==> src/rtl/cpu_run_ctrl.sv <==
// cpu_run_ctrl: run/step controller for the 24-bit CPU core.
// Produces a registered clock enable (CpuEn) and counts enabled cycles up to
// a limit sampled at Start. Supports halt, single-step and resume.
// Optional breakpoint compare is compiled in when RUN_BREAKPOINT_EN is defined.
module cpu_run_ctrl #(
    parameter int CNT_WIDTH      = 24,
    parameter int DEFAULT_CYCLES = 30
`ifdef RUN_BREAKPOINT_EN
    ,
    parameter int PC_WIDTH       = 24
`endif
) (
    input  logic                 Clock,
    input  logic                 Reset_n,
    input  logic                 Start,
    input  logic                 Step,
    input  logic                 Halt,
    input  logic [CNT_WIDTH-1:0] CycleLimit,
    output logic                 CpuEn,
    output logic                 Busy,
    output logic                 Paused,
    output logic                 Done,
    output logic [CNT_WIDTH-1:0] CycleCount
`ifdef RUN_BREAKPOINT_EN
    ,
    input  logic [PC_WIDTH-1:0]  PcIn,
    input  logic [PC_WIDTH-1:0]  BreakAddr,
    output logic                 BreakHit
`endif
);

    typedef enum logic [2:0] {
        S_IDLE,
        S_RUN,
        S_STEP,
        S_PAUSE,
        S_DONE
    } state_t;

    localparam logic [CNT_WIDTH-1:0] DEF_LIMIT = CNT_WIDTH'(DEFAULT_CYCLES);
    localparam logic [CNT_WIDTH-1:0] ONE       = CNT_WIDTH'(1);

    state_t               state_q, state_d;
    logic                 cpu_en_q, cpu_en_d;
    logic [CNT_WIDTH-1:0] count_q, count_d;
    logic [CNT_WIDTH-1:0] limit_q, limit_d;
    logic [CNT_WIDTH-1:0] count_inc;
    logic [CNT_WIDTH-1:0] fresh_limit;
    logic                 go_start;
    logic                 go_step;
    logic                 bp_fire;
`ifdef RUN_BREAKPOINT_EN
    logic                 break_hit_q, break_hit_d;
    logic                 skip_cmp_q, skip_cmp_d;
`endif

    // Next-state logic: Halt masks Start, Start masks Step; a run that reaches
    // its limit ends in DONE even if Halt or a breakpoint arrives that cycle.
    always_comb begin
        state_d     = state_q;
        cpu_en_d    = cpu_en_q;
        count_d     = count_q;
        limit_d     = limit_q;
        count_inc   = count_q + ONE;
        fresh_limit = (CycleLimit == '0) ? DEF_LIMIT : CycleLimit;
        go_start    = !Halt && Start;
        go_step     = !Halt && !Start && Step;
`ifdef RUN_BREAKPOINT_EN
        break_hit_d = break_hit_q;
        skip_cmp_d  = skip_cmp_q;
        bp_fire     = cpu_en_q && !skip_cmp_q && (PcIn == BreakAddr);
`else
        bp_fire     = 1'b0;
`endif

        case (state_q)
            S_IDLE, S_DONE: begin
                if (go_start || go_step) begin
                    limit_d  = fresh_limit;
                    count_d  = '0;
                    cpu_en_d = 1'b1;
                    state_d  = go_start ? S_RUN : S_STEP;
`ifdef RUN_BREAKPOINT_EN
                    break_hit_d = 1'b0;
                    skip_cmp_d  = 1'b0;
`endif
                end
            end
            S_PAUSE: begin
                if (go_start || go_step) begin
                    cpu_en_d = 1'b1;
                    state_d  = go_start ? S_RUN : S_STEP;
`ifdef RUN_BREAKPOINT_EN
                    break_hit_d = 1'b0;
                    skip_cmp_d  = go_start;
`endif
                end
            end
            S_RUN: begin
                if (cpu_en_q) begin
                    count_d = count_inc;
`ifdef RUN_BREAKPOINT_EN
                    skip_cmp_d = 1'b0;
`endif
                    if (count_inc == limit_q) begin
                        state_d  = S_DONE;
                        cpu_en_d = 1'b0;
                    end else if (Halt) begin
                        state_d  = S_PAUSE;
                        cpu_en_d = 1'b0;
                    end else if (bp_fire) begin
                        state_d  = S_PAUSE;
                        cpu_en_d = 1'b0;
`ifdef RUN_BREAKPOINT_EN
                        break_hit_d = 1'b1;
`endif
                    end
                end
            end
            S_STEP: begin
                count_d  = count_inc;
                cpu_en_d = 1'b0;
                state_d  = (count_inc == limit_q) ? S_DONE : S_PAUSE;
            end
            default: begin
                state_d  = S_IDLE;
                cpu_en_d = 1'b0;
            end
        endcase
    end

    // State and output registers; reset drops CpuEn immediately.
    always_ff @(posedge Clock or negedge Reset_n) begin
        if (!Reset_n) begin
            state_q  <= S_IDLE;
            cpu_en_q <= 1'b0;
            count_q  <= '0;
            limit_q  <= DEF_LIMIT;
`ifdef RUN_BREAKPOINT_EN
            break_hit_q <= 1'b0;
            skip_cmp_q  <= 1'b0;
`endif
        end else begin
            state_q  <= state_d;
            cpu_en_q <= cpu_en_d;
            count_q  <= count_d;
            limit_q  <= limit_d;
`ifdef RUN_BREAKPOINT_EN
            break_hit_q <= break_hit_d;
            skip_cmp_q  <= skip_cmp_d;
`endif
        end
    end

    assign CpuEn      = cpu_en_q;
    assign Busy       = (state_q == S_RUN) || (state_q == S_STEP);
    assign Paused     = (state_q == S_PAUSE);
    assign Done       = (state_q == S_DONE);
    assign CycleCount = count_q;
`ifdef RUN_BREAKPOINT_EN
    assign BreakHit   = break_hit_q;
`endif

endmodule
==> config.mk <==
export PLATFORM = sky130hd
export DESIGN_NAME = cpu_run_ctrl
export DESIGN_NICKNAME = d
export VERILOG_FILES = /design/src/rtl/cpu_run_ctrl.sv
export SDC_FILE = /design/constraint.sdc
export NUM_CORES = 1
export LEC_CHECK = 0
export BUFFER_PORTS_ARGS = -buffer_cell sky130_fd_sc_hd__buf_2
export CAP_MARGIN = 30
export CORE_MARGIN = 2
export CORE_UTILIZATION = 40
export DETAILED_ROUTE_END_ITERATION = 12
export PLACE_DENSITY = 0.63
export SLEW_MARGIN = 25
export SYNTH_ARGS = -nofsm -noshare
export SYNTH_HDL_FRONTEND = slang
export SYNTH_SLANG_ARGS = --single-unit
==> constraint.sdc <==
create_clock -name Clock -period 2.69 [get_ports Clock]
set_clock_uncertainty 0.15 [all_clocks]
set_input_delay 0.1345 -clock Clock [delete_from_list [all_inputs] [get_ports Clock]]
set_output_delay 0.1345 -clock Clock [all_outputs]
set_load 0.05 [all_outputs]
==> results of run 1 <==
-- logic make-up after synthesis --
kind of cell	Yosys count
AOI/OAI and AO/OA	86
muxes	1
and+or+nand+nor	193
adders and majority gates	1
xor gates and xnor gates	30
DFF	52
buffers and inverters	31
-- cell usage in the layout (no fill, tap or decap), types with 7 or more instances in the layout --
| master | instances |
|---|---|
| sky130_fd_sc_hd__o31ai_1 | 9 |
| sky130_fd_sc_hd__nor3_1 | 8 |
| sky130_fd_sc_hd__and3_1 | 7 |
| sky130_fd_sc_hd__buf_4 | 28 |
| sky130_fd_sc_hd__xnor2_1 | 17 |
| sky130_fd_sc_hd__a21oi_1 | 12 |
| sky130_fd_sc_hd__nand4_1 | 11 |
| sky130_fd_sc_hd__buf_2 | 56 |
| sky130_fd_sc_hd__o21ai_0 | 31 |
| sky130_fd_sc_hd__nand3_1 | 14 |
| sky130_fd_sc_hd__nor2_1 | 21 |
| sky130_fd_sc_hd__nor4_1 | 8 |
| sky130_fd_sc_hd__dfrtp_2 | 13 |
| sky130_fd_sc_hd__nand2_1 | 79 |
| sky130_fd_sc_hd__dlygate4sd3_1 | 26 |
| sky130_fd_sc_hd__inv_1 | 7 |
| sky130_fd_sc_hd__xor2_1 | 12 |
| sky130_fd_sc_hd__dfrtp_1 | 34 |
-- how the worst max path moves through the flow --
stage / start / end / cells after the start
floorplan: CycleCount[5] / state_q[0] / 9
global placement: CycleCount[0] / state_q[1] / 9
detailed placement: CycleCount[0] / state_q[0] / 8
CTS: CycleCount[0] / state_q[0] / 8
global route: CycleCount[0] / state_q[1] / 10
finish: CycleCount[0] / state_q[0] / 8
-- routing by layer --
layer / global-route usage (%) / routed length, um / up-vias
li1: - / - / 1598
met1: 29.95 / 4401 / 1584
met2: 34.70 / 4302 / 113
met3: 3.033 / 460 / 14
met4: 6.643 / 197 / 0
met5: 0 / 0 / -
-- area by class of cell --
| class | instances | area (um2) | area share [%] |
|---|---|---|---|
| Clock buffer | 6 | 72.57 | 1.690 |
| Inverter | 7 | 26.28 | 0.6119 |
| Multi-Input combinational cell | 311 | 1958 | 45.60 |
| Clock inverter | 2 | 12.51 | 0.2914 |
| Tap cell | 102 | 127.6 | 2.972 |
| Sequential cell | 52 | 1326 | 30.89 |
| Timing Repair Buffer | 111 | 770.7 | 17.95 |
-- state kept, by name (all words and copies together) (netlist names) --
signal / flops
limit_q: 24
state_q: 3
CycleCount: 24
CpuEn: 1
-- power groups by stage --
stage | Sequential [W] | Combinational [W] | Clock (W)
2_1_floorplan | 0.00200 | 0.00108 | 0
5_1_grt | 0.00163 | 0.00239 | 0.000495
3_5_place_dp | 0.00157 | 0.00211 | 0
3_3_place_gp | 0.00156 | 0.00208 | 0
4_1_cts | 0.00155 | 0.00215 | 0.000468
6_report | 0.00157 | 0.00221 | 0.000452
-- stage by stage --
stage          cells  power (W)  worst slack [ns]  setup TNS (ns)  hold slack [ns]
2_1_floorplan    394   0.003078           0.01461               0          -0.3111
3_3_place_gp     553   0.003637            0.1237               0           0.1979
3_5_place_dp     554   0.003681           0.02632               0         -0.03377
4_1_cts          588   0.004170           0.01391               0          0.04444
5_1_grt          591   0.004518          -0.02501        -0.03925          0.06312
6_report         591   0.004234           0.09722               0          0.06379
-- timing repair --
| item | in CTS | in global routing |
|---|---|---|
| endpoints found under the hold margin | 78 | 0 |
| resized for setup | 1 | 13 |
| setup endpoints to repair | 1 | 4 |
| pin swaps | 0 | 6 |
| hold buffers | 26 | 0 |
| buffers inserted | 0 | 3 |
-- critical path, cell delays in order (launching register included) --
cell,delay (ns)
sky130_fd_sc_hd__dfrtp_4,0.52
sky130_fd_sc_hd__ha_4,0.20
sky130_fd_sc_hd__and3_1,0.19
sky130_fd_sc_hd__a211oi_1,0.23
sky130_fd_sc_hd__o221a_2,0.24
sky130_fd_sc_hd__o22ai_1,0.12
sky130_fd_sc_hd__nor4_4,0.31
sky130_fd_sc_hd__nand4_2,0.18
sky130_fd_sc_hd__a221o_1,0.34
==> summary.log, run 1 <==
INFO  synthesis      synth_warnings=0
INFO  worst_setup_path critical_path.reg2reg.startpoint=CycleCount[0]
INFO  synthesis      synth.mux.area_fraction=0.3065%
INFO  final_layout   final_cell_area=4294um2
INFO  synthesis      synth.yosys.seq_area_share=40.00%
INFO  synthesis      post-synth-top-area-fraction=36.78%
INFO  synthesis      netlist_top_cells_count=sky130_fd_sc_hd__nand2_1, sky130_fd_sc_hd__dfrtp_1, sky130_fd_sc_hd__o21ai_0
INFO  die            io_pins=57
INFO  worst_setup_path cp_max_fo=6
INFO  power_and_ir_drop swShare=48.93%
INFO  detailed_routing initialDrtViolationCount=242
INFO  detailed_routing drc=0
INFO  detailed_routing total_length_of_routed_wires=9.361mm
INFO  synthesis      synth_cells=394
INFO  synthesis      synth.most_common_cell=sky130_fd_sc_hd__nand2_1
INFO  global_routing grt_first_pass_wirelength=14.91mm
INFO  detailed_routing drt_pre_antenna_iters=5
INFO  sta            final-hold-violation-count=0
INFO  run            cap_viol_max_count=0
INFO  final_layout   fillerInstances=735
INFO  sta            relSlewSlack=35.98%
INFO  synthesis      synthArstFlopShare=100.0%
INFO  synthesis      synth_enable_flop_cells=0
INFO  clock_network  cts.sink_count=52
INFO  final_layout   finish.net_count=518
INFO  placed_design  place_congestion=0.8937
INFO  detailed_routing routed_via_count_divided_by_cell_count=5.599
INFO  power_and_ir_drop cellLeakagePower=1.914nW
INFO  power_and_ir_drop switching_power=0.002072W
INFO  placed_design  count_of_buffers_inserted_at_the_top_level_ports=56
INFO  global_routing first_global_vias=3052
INFO  final_layout   layout-area-overhead-vs-synth=31.49%
INFO  die            die_width=94.36um
INFO  detailed_routing vias=3309
INFO  detailed_routing postRouteAntennaNets=0
INFO  detailed_routing wl_per_cell=15.84um
INFO  sta            final.period_utilization=96.39%
INFO  synthesis      synth_area_leaders=sky130_fd_sc_hd__dfrtp_1, sky130_fd_sc_hd__nand2_1, sky130_fd_sc_hd__o21ai_0
INFO  synthesis      post_synth_top_area_cell=sky130_fd_sc_hd__dfrtp_1
INFO  sta            finalMaxSlewViolations=0
INFO  synthesis      synth_compound_area_share=16.59%
INFO  sta            finalWorstPathRequiredPeriod=2.593ns
INFO  die            design.core.area=7807um2
INFO  power_and_ir_drop comb_power_share=52.2%
INFO  synthesis      largest_family_of_logic_cells_by_synthesized_area=simple AND/OR/NAND/NOR gates
INFO  power_and_ir_drop clock_power_share=10.7%
INFO  worst_setup_path timing.critical_path.from_type=register
INFO  worst_setup_path crit-reg2reg-capture=state_q[0]
INFO  power_and_ir_drop p_seq_share=37.2%
INFO  synthesis      ys_ff_latch=52
INFO  min_path       hold_path.startpoint=Step
INFO  sta            clock.fmax=385.7MHz
INFO  synthesis      synthesis.area_per_instance=8.288um2
INFO  final_layout   num_antenna_cells=0
INFO  sta            finalSetupViolations=0
INFO  placed_design  detailedPlacementHpwl=6.761mm
INFO  die            core.rowCount=32
INFO  global_routing groute.usage.overall=21.46%
INFO  placed_design  dpl_cell_area=3836um2
INFO  clock_network  h-tree-depth=2
INFO  synthesis      synthAdderAreaFrac=0.3831%
INFO  synthesis      synth_fp_nets=424
INFO  final_layout   layout_cell_share_with_drive_strength_beyond_1=26.99%
INFO  clock_network  worstSkewPairLatency=0.31ns
INFO  clock_network  number_of_clock_buffers_inserted_by_tritoncts=5
INFO  worst_setup_path cp-end-kind=register
INFO  power_and_ir_drop cell_internal_pwr=0.002163W
INFO  synthesis      yosys.area_share.simple=30.42%
INFO  synthesis      synthXorXnorAreaFrac=8.467%
INFO  clock_network  worst_setup_hold_path_clk_slew=0.10ns
INFO  sta            worst_slew_pin_slew=0.9604ns
INFO  clock_network  cts_tree=done
INFO  synthesis      synth_cell_types=57
INFO  min_path       hold_path_end=state_q[2]
INFO  global_routing aggregate_global_routing_overflow=0
INFO  global_routing grt_max_degree=30
INFO  min_path       min_path_cells=3
INFO  power_and_ir_drop max_ir_drop_vdd=0.3330mV
INFO  worst_setup_path worst-endpoint-arrival=2.65ns
INFO  final_layout   finish.utilization=55.00%
INFO  clock_network  clockRootBuffer=sky130_fd_sc_hd__clkbuf_8
INFO  worst_setup_path critical_path_required=2.74ns
INFO  worst_setup_path ff2ff_path_depth=8
INFO  status         status=finished, final reports clean
INFO  synthesis      dominantRegCellSynth=sky130_fd_sc_hd__dfrtp_1
INFO  die            fp.dieH=94.36um
INFO  min_path       timing.hold.worst.class=in -> reg
INFO  worst_setup_path timing_worst_setup_path_type=reg -> reg
INFO  die            dieArea=8903um2
INFO  power_and_ir_drop cellPowerDensity=986.1nW/um2
INFO  clock_network  clk_path_buf_depth=2
INFO  global_routing number_of_antenna_violations_at_the_first_check_in_global_routing=0
INFO  die            starting_density_of_the_core=41.83%
INFO  synthesis      netlist_area=3266um2
INFO  worst_setup_path setup.reg_to_reg.worst_slack=0.1ns
Power figures use the tool's default switching activity.
==> run 2, diff against run 1 <==
==> constraint.sdc (replaced) <==
create_clock -name Clock -period 2.69 [get_ports Clock]
set_clock_uncertainty 0.15 [all_clocks]
set_input_delay 0.538 -clock Clock [delete_from_list [all_inputs] [get_ports Clock]]
set_output_delay 0.538 -clock Clock [all_outputs]
set_load 0.05 [all_outputs]
==> run 2 against run 1 <==
Routed wire length is 4.5% lower; largest power group unchanged; non-clock buffer count is 24 lower; die area stayed put; sequential power hardly changed; total power is 0.47% higher; final cell count is 4.1% lower; count of clock-buffer cells in the layout stayed put.
==> summary.log, run 2 (synthesis results as in run 1) <==
INFO  die            fp.dieH=94.36um
INFO  min_path       timing.hold.worst.class=in -> async
INFO  run            cap_viol_max_count=0
INFO  global_routing first_global_vias=2935
INFO  global_routing groute.usage.overall=20.37%
INFO  final_layout   final_cell_mix=sky130_fd_sc_hd__nand2_1, sky130_fd_sc_hd__buf_2, sky130_fd_sc_hd__dfrtp_1
INFO  clock_network  clk_path_buf_depth=2
INFO  placed_design  count_of_buffers_inserted_at_the_top_level_ports=56
INFO  sta            clock.fmax=389.1MHz
INFO  clock_network  worst_setup_hold_path_clk_slew=0.09ns
INFO  die            design.core.area=7807um2
INFO  worst_setup_path worst-endpoint-arrival=2.62ns
INFO  final_layout   finish.utilization=51.92%
INFO  sta            final.period_utilization=95.55%
INFO  placed_design  detailedPlacementHpwl=6.651mm
INFO  sta            final-hold-violation-count=0
INFO  die            io_pins=57
INFO  power_and_ir_drop comb_power_share=50.7%
INFO  detailed_routing total_length_of_routed_wires=8.938mm
INFO  final_layout   layout_cell_share_with_drive_strength_beyond_1=28.60%
INFO  clock_network  cts.sink_count=52
INFO  detailed_routing drt_pre_antenna_iters=5
INFO  clock_network  number_of_clock_buffers_inserted_by_tritoncts=5
INFO  worst_setup_path slowest_stage_cell_crit_path=sky130_fd_sc_hd__dfrtp_4
INFO  clock_network  cts_tree=done
INFO  worst_setup_path timing.critical_path.from_type=register
INFO  final_layout   layout-area-overhead-vs-synth=24.14%
INFO  power_and_ir_drop cellLeakagePower=1.828nW
INFO  global_routing grt_max_degree=53
INFO  power_and_ir_drop max_ir_drop_vdd=0.3252mV
INFO  global_routing aggregate_global_routing_overflow=0
INFO  power_and_ir_drop switching_power=0.002030W
INFO  sta            finalSetupViolations=0
INFO  die            core.rowCount=32
INFO  clock_network  postCtsHoldBufs=0
INFO  global_routing number_of_antenna_violations_at_the_first_check_in_global_routing=0
INFO  clock_network  h-tree-depth=2
INFO  detailed_routing initialDrtViolationCount=226
INFO  die            starting_density_of_the_core=41.83%
INFO  final_layout   finish.net_count=494
INFO  detailed_routing routed_via_count_divided_by_cell_count=5.675
INFO  worst_setup_path timing_worst_setup_path_type=reg -> reg
INFO  detailed_routing wl_per_cell=15.76um
INFO  final_layout   num_antenna_cells=0
INFO  detailed_routing postRouteAntennaNets=0
INFO  sta            worst_slew_pin_slew=0.6444ns
INFO  placed_design  place_congestion=0.9003
INFO  worst_setup_path cp-end-kind=register
INFO  power_and_ir_drop cellPowerDensity=1049nW/um2
INFO  worst_setup_path critical_path_required=2.74ns
INFO  worst_setup_path cp_max_fo=7
INFO  power_and_ir_drop total_power=0.004254W
INFO  worst_setup_path crit_path_max_incr_delay=0.52ns
INFO  worst_setup_path path_cells=ha_4 -> and3_1 -> a211oi_1 -> o221a_2 -> o22ai_1 -> nor4_2 -> nand4_2 -> a221o_1
INFO  power_and_ir_drop swShare=47.70%
INFO  detailed_routing drc=0
INFO  die            dieArea=8903um2
INFO  power_and_ir_drop cell_internal_pwr=0.002225W
INFO  status         status=finished, final reports clean
INFO  sta            relSlewSlack=57.04%
INFO  sta            finalWorstPathRequiredPeriod=2.570ns
INFO  clock_network  clockRootBuffer=sky130_fd_sc_hd__clkbuf_8
INFO  detailed_routing vias=3218
INFO  final_layout   layout_commonest_cell=sky130_fd_sc_hd__nand2_1
INFO  sta            finalMaxSlewViolations=0
INFO  global_routing grt_first_pass_wirelength=14.28mm
INFO  die            die_width=94.36um
INFO  clock_network  worstSkewPairLatency=0.31ns
INFO  power_and_ir_drop clock_power_share=12.6%
INFO  power_and_ir_drop p_seq_share=36.7%
## run 2: cell count changes in the layout (fill, tap and decap cells not counted)
cell,before,now
sky130_fd_sc_hd__nand3_4,3,2
sky130_fd_sc_hd__clkinvlp_4,1,0
sky130_fd_sc_hd__bufinv_16,0,1
sky130_fd_sc_hd__nor4_2,2,3
sky130_fd_sc_hd__or3_1,1,2
sky130_fd_sc_hd__or3_4,2,1
sky130_fd_sc_hd__buf_6,0,1
sky130_fd_sc_hd__dlygate4sd3_1,26,0
sky130_fd_sc_hd__nand3_2,0,1
sky130_fd_sc_hd__buf_4,28,29
sky130_fd_sc_hd__nor4_4,3,2
## run 2: through the flow
stage / instance area, um2 / hold slack (ns) / setup slack (ns) / TNS [ns] / cells
floorplan: 3338 / 0.09241 / 0.01461 / 0 / 394
global placement: 3851 / 0.3329 / 0.1132 / 0 / 556
detailed placement: 3851 / 0.3405 / 0.05367 / 0 / 556
CTS: 3959 / 0.2125 / 0.03403 / 0 / 564
global route: 4054 / 0.2427 / -0.06269 / -0.1797 / 567
finish: 4054 / 0.1811 / 0.1196 / 0 / 567
## run 2: area by class of cell
class,instances,area [um2]
Clock buffer,6,72.57
Clock inverter,2,35.03
Fill cell,764,3754
Inverter,7,26.28
Multi-Input combinational cell,311,1937
Sequential cell,52,1326
Tap cell,102,127.6
Timing Repair Buffer,87,529.3
## run 2: repair_timing
action                                 4_1_cts  5_1_grt
setup buffers                                0        3
setup endpoints to repair                    0        4
gates resized for setup                      0       12
endpoints found under the hold margin        0        0
## run 2: power groups by stage
stage	logic [W]	registers, W	clock network [W]
2_1_floorplan	0.00108	0.00200	0
3_3_place_gp	0.00210	0.00154	0
3_5_place_dp	0.00213	0.00156	0
4_1_cts	0.00214	0.00155	0.000548
5_1_grt	0.00236	0.00161	0.000583
6_report	0.00216	0.00156	0.000538
## run 2: final timing paths
check | startpoint | endpoint | depth (start not counted) | slack [ns]
setup / recovery | CycleCount[0] | state_q[0] | 8 | 0.12
hold / removal | Reset_n | CpuEn | 2 | 0.18
setup reg to reg | CycleCount[0] | state_q[0] | 8 | 0.12
hold reg to reg | limit_q[15] | limit_q[15] | 2 | 0.36
max in group asynchronous | Reset_n | CycleCount[0] | 2 | 1.73
min in group Clock | CycleLimit[14] | limit_q[14] | 3 | 0.28
## run 2: critical path: cells and delay by family (launching register included)
family	cells	cell delay, ns
compound gates	4	0.89
fa+ha+maj	1	0.20
flops	1	0.52
simple gates	3	0.71
## run 2: routing by layer
| metal | up-vias | part of all wire (%) | wire [um] | GRT usage, % |
|---|---|---|---|---|
| met5 | - | 0 | 0 | 0 |
| met4 | 0 | 1.2 | 105 | 5.193 |
| met3 | 8 | 5.1 | 455 | 2.953 |
| met2 | 105 | 45 | 3982 | 30.83 |
| met1 | 1544 | 49 | 4395 | 30.67 |
| li1 | 1561 | - | - | - |
